$ cat src/rtl/sign_compress_ser.sv
// sign_compress_ser: packs 32-bit words into a 16-bit stream, sending sign-extendable words as one short beat
module sign_compress_ser #(
    parameter int HALF_W = 16,
    parameter int CNT_W  = 16
) (
    input  logic                  clk_i,
    input  logic                  rst_i,
    input  logic                  in_valid_i,
    output logic                  in_ready_o,
    input  logic [2*HALF_W-1:0]   data_i,
    output logic                  out_valid_o,
    input  logic                  out_ready_i,
    output logic [HALF_W-1:0]     data_o,
    output logic                  short_o,
    output logic                  last_o,
    output logic [CNT_W-1:0]      long_cnt_o
);
    localparam logic [1:0] EMPTY = 2'd0;
    localparam logic [1:0] ONE   = 2'd1;
    localparam logic [1:0] LO    = 2'd2;
    localparam logic [1:0] HI    = 2'd3;
    logic [1:0]          state;
    logic [1:0]          state_nx;
    logic [2*HALF_W-1:0] word;
    logic                comp;
    logic                in_xfer;
    logic                out_xfer;
    assign comp        = data_i[2*HALF_W-1:HALF_W] == {HALF_W{data_i[HALF_W-1]}};
    assign out_valid_o = state != EMPTY;
    assign short_o     = state == ONE;
    assign last_o      = state == ONE || state == HI;
    assign data_o      = state == HI ? word[2*HALF_W-1:HALF_W] : word[HALF_W-1:0];
    assign out_xfer    = out_valid_o && out_ready_i;
    assign in_ready_o  = state == EMPTY || (out_xfer && last_o);
    assign in_xfer     = in_valid_i && in_ready_o;
    // a newly accepted word takes priority; otherwise a taken beat advances LO->HI or drains to EMPTY
    always_comb
        state_nx = in_xfer ? (comp ? ONE : LO) : !out_xfer ? state : state == LO ? HI : EMPTY;
    // state, word holding register and saturating long-word counter
    always_ff @(posedge clk_i or negedge rst_i) begin
        if (!rst_i) begin
            state      <= EMPTY;
            word       <= '0;
            long_cnt_o <= '0;
        end else begin
            state <= state_nx;
            if (in_xfer)
                word <= data_i;
            if (in_xfer && !comp && long_cnt_o != '1)
                long_cnt_o <= long_cnt_o + 1'b1;
        end
    end
endmodule
$ cat config.mk
export PLATFORM = sky130hd
export DESIGN_NAME = sign_compress_ser
export DESIGN_NICKNAME = d
export VERILOG_FILES = /design/src/rtl/sign_compress_ser.sv
export SDC_FILE = /design/constraint.sdc
export NUM_CORES = 1
export LEC_CHECK = 0
export BUFFER_PORTS_ARGS = -buffer_cell sky130_fd_sc_hd__buf_2
export CAP_MARGIN = 20
export CORE_MARGIN = 8
export CORE_UTILIZATION = 25
export DETAILED_ROUTE_END_ITERATION = 6
export GPL_TIMING_DRIVEN = 0
export PLACE_DENSITY_LB_ADDON = 0.25
export SLEW_MARGIN = 20
export SYNTH_ARGS = -nofsm -noshare
export SYNTH_HDL_FRONTEND = slang
export SYNTH_SLANG_ARGS = --single-unit
export TNS_END_PERCENT = 50
$ cat constraint.sdc
create_clock -name clk_i -period 2.4 [get_ports clk_i]
set_input_delay 0.12 -clock clk_i [delete_from_list [all_inputs] [get_ports clk_i]]
set_output_delay 0.12 -clock clk_i [all_outputs]
set_load 0.1 [all_outputs]
* After elaboration in Yosys (flattened, before gate mapping)
Index checks and enable logic that the tools add are counted.
Storage, ports and cells: bits in registers 50, input bits 36, output and inout bits 36
Operators by class: add/sub/neg operators 1, equality and inequality tests 5, muxes and demuxes 5, reduce and logical (&&, ||, !) cells 11
Operators with widths (number):
- $add A16 B1 Y16 const B | 1
- $eq A16 B16 Y1 | 1
- $mux W16 | 1
- $ne A16 B16 Y1 const B | 1
- $mux W2 | 4
- $logic_and A1 B1 Y1 | 5
- $eq A2 B2 Y1 const B | 2
- $reduce_bool A2 Y1 | 2
- $eq A2 B1 Y1 const B | 1
- $logic_not A2 Y1 | 1
- $logic_or A1 B1 Y1 | 2
- $logic_not A1 Y1 | 1

* Longest topological paths before layout
depth in word-level cells 7, depth in mapped cells 6

* Least setup slack after synthesis
No wires, ideal clock.
path type register to register, from register long_cnt_o[0], to register long_cnt_o[15], data arrival time 2427 ps, setup slack -189 ps, stages on the path, launching flop included 7, cell sequence dfrtp_1 > ha_1 > and3_1 > and4b_4 > or4_4 > nor4b_4 > xor2_1
Between the ends: longest elaborated chain between the ends 2, elaborated cells between the ends (all ways) 3, those cells by class add/sub: 1; eq/ne: 1; reduce/logical: 1
Ends and longest elaborated chain:
- start: declaration | line 16 | output logic [CNT_W-1:0] long_cnt_o
- start signal: assignment | line 50 | long_cnt_o <= long_cnt_o + 1'b1;
- branches (longest 2 deep; another with $add A16 B1 Y16)
Parallel ways; which one is timed is not known. A chain may end at the register's enable or synchronous reset.

* Worst setup path after layout
from register state[0], to output data_o[14]
Between the ends: longest elaborated chain between the ends 2
Ends and longest elaborated chain:
- start: declaration | line 22 | logic [1:0] state;
- start signal: assignment | line 46 | state <= state_nx;
- $eq A2 B2 Y1 | line 32 | assign data_o = state == HI ? word[2*HALF_W-1:HALF_W] : word[HALF_W-1:0];
- $mux W16 | line 32
- end: declaration | line 13 | output logic [HALF_W-1:0] data_o,
No other way between the ends.

==> reports/metrics.csv <==
stage,metric,value,unit
timing,final.setup.worst_slack,0.184,ns
layout,diodes,0,
timing,fmax,451,MHz
global_route,antenna_found_initial,0,
setup_path,arrival,2.10,ns
synthesis,synth_cell_types,31,
layout,layout_common_cells,"75 x buf_2, 49 x mux2_2, 48 x dfrtp_1",
floorplanning,core_area,9280,µm²
placement,gp_congestion,0.729,
floorplanning,die_area,13000,µm²
global_route,grt_overflow,0,
timing,setup_tns,0,ns
synthesis,synth_top_family_by_area,multiplexers,
layout,area_growth,26.0,%
setup_path,critPathCaptureType,output port,
timing,rsz0062_at_grt,false,
clock_network,clk_pin_slew_worst_paths,0.09,ns
clock_network,cts_buffer_depth,2,
synthesis,netlist_area,2400,µm²
timing,worstMarginPinSlew,0.694,ns
route,postRouteAntennaNets,0,
synthesis,yosys_warnings,0,
synthesis,yosysSeqAreaShare,52.2,%
setup_path,critical_path_required,2.28,ns
setup_path,crit_type,reg -> out,
layout,final_layout_size_suffix_gt1_share,53.7,%
synthesis,synth_flop_cell,dfrtp_1,
setup_path,crit_chain,nand2_1 -> clkbuf_2 -> mux2_2 -> buf_2,
clock_network,cts_setup_buffers,0,
layout,final_common_cell,buf_2,
route,drt_iter0_drc,37,
setup_path,slowest_stage,dfrtp_1,
clock_network,cts.sinks,50,
setup_path,reg2reg_slack,0.27,ns
global_route,grtUsageTotal,9.45,%
timing,clock_skew,0.00737,ns
synthesis,synth_fa_ha_area_share,0.522,%
synthesis,async_flop_share,100,%
setup_path,cp-start-kind,flip-flop,
layout,final_nets,304,
placement,place_ws,0.229,ns
synthesis,synth-xor-area-share,5.48,%
synthesis,synth_mux_area_share,23.0,%
timing,max_slew_margin,53.7,%
layout,fill_cells,998,
route,viasPerCell,4.31,
synthesis,synth_fp_nets,225,
setup_path,path_max_fanout,10,
floorplanning,num_io_pins,72,
placement,portBuffers,71,
floorplanning,initial_core_util,25.8,%
floorplanning,die_w,114,µm
clock_network,cts_buffers,5,
min_path,min_path_type,in -> reg,
route,num_vias,1710,
timing,min_period,2.22,ns
synthesis,ys_ff_latch,50,
floorplanning,die_h,114,µm
timing,hold_viol,0,
timing,finalSetupViolCount,0,
global_route,grt_pass1_wl,9740,µm
placement,hpwlAfterDp,4490,µm
route,first_pass_iters,3,
setup_path,slowest_delay,0.45,ns
route,route.detailed.drc,0,
synthesis,synth_area_per_cell,12.8,µm²
clock_network,clock_latency,0.30,ns
global_route,grt_pass1_vias,1936,
route,drt-total-wl,5950,µm
timing,slew_violations,0,
route,wl_per_cell,15.0,µm
setup_path,crit_family,buffers and inverters,
job,cap_violations,0,
synthesis,synth_edf_count,0,
clock_network,htreeDepth,2,
setup_path,path_buf_inv,2,
outcome,outcome,completed,
floorplanning,rows,35,
global_route,grt_max_degree,51,
clock_network,cts_tree,yes,
clock_network,clockRootBuffer,clkbuf_8,
synthesis,synth_compound_area_share,1.36,%
synthesis,syn_inst,188,
synthesis,synth-simple-area-share,15.8,%
layout,fin_util,32.6,%
timing,fin_crit_sh,92.4,%
flip-flops by register name (all words and copies together) (netlist names):
name        cells
long_cnt_o     16
state           2
word           32
synthesized netlist by cell type (all sizes together), types with 2 or more instances:
| cell | number | area [µm²] |
|---|---|---|
| nor2 | 3 | 11.3 |
| nor2b | 3 | 18.8 |
| nor3 | 5 | 35.0 |
| or4 | 3 | 26.3 |
| mux2 | 49 | 552 |
| xor2 | 2 | 17.5 |
| nor4 | 2 | 12.5 |
| and3 | 3 | 18.8 |
| nand3 | 11 | 55.1 |
| and4 | 3 | 31.3 |
| clkbuf | 2 | 7.51 |
| and2 | 2 | 12.5 |
| xnor2 | 13 | 114 |
| nand2 | 12 | 45.0 |
| nand4 | 6 | 37.5 |
| or3 | 3 | 18.8 |
| buf | 5 | 25.0 |
| inv | 2 | 7.51 |
| dfrtp | 50 | 1250 |
through the flow:
| stage | std cells | cell area [µm²] | hold WS [ns] |
|---|---|---|---|
| global placement | 388 | 2920 | 0.353 |
| CTS | 397 | 3020 | 0.0335 |
| finish | 397 | 3020 | 0.0498 |
| global route | 397 | 3020 | 0.0318 |
| detailed placement | 388 | 2920 | 0.207 |
| floorplan | 188 | 2400 | -0.176 |
final cells by class:
type                    instances  area (µm²)  area share (%)
plain buffers                   7        33.8            1.12
clock buffers                   7        86.3            2.86
clock inverters                 1        5.00           0.166
inverters                       2        7.51           0.248
multi-input cells             129        1110            36.6
flip-flops and latches         50        1250            41.5
well taps                     129         161            5.34
repair buffers                 72         368            12.2
timing repair:
item	in CTS	in global routing
gates resized for setup	1	0
hold endpoints to repair	50	0
hold buffers	1	0
endpoints found under the setup margin	10	0
worst paths after layout:
kind | start | to | depth (start not counted)
worst min register to register | long_cnt_o[15] | long_cnt_o[15] | 1
worst max-delay path | state[0] | data_o[14] | 4
worst max register to register | long_cnt_o[0] | long_cnt_o[15] | 6
max in group asynchronous | rst_i | long_cnt_o[1] | 2
min in group asynchronous | rst_i | word[4] | 2
worst min-delay path | data_i[11] | word[11] | 2
per-layer routing:
layer	GRT usage, %	up-vias	routed length, µm
met2	16.2	42	2920
met1	10.8	829	2590
met4	2.66	0	46
met5	0	-	0
met3	3.38	5	387
li1	-	834	-
kinds of logic (layout without fill, tap and decap cells):
group / count (synthesis) / after routing
and+or+nand+nor: 60 / 60
buffers and inverters: 9 / 89
xor gates and xnor gates: 15 / 15
DFF: 50 / 50
AOI/OAI and AO/OA: 4 / 4
adders and majority gates: 1 / 1
muxes: 49 / 49
Power is left out: the tool's default activity adds up to more than one toggle a clock period on the data nets, which glitch-free logic cannot reach.
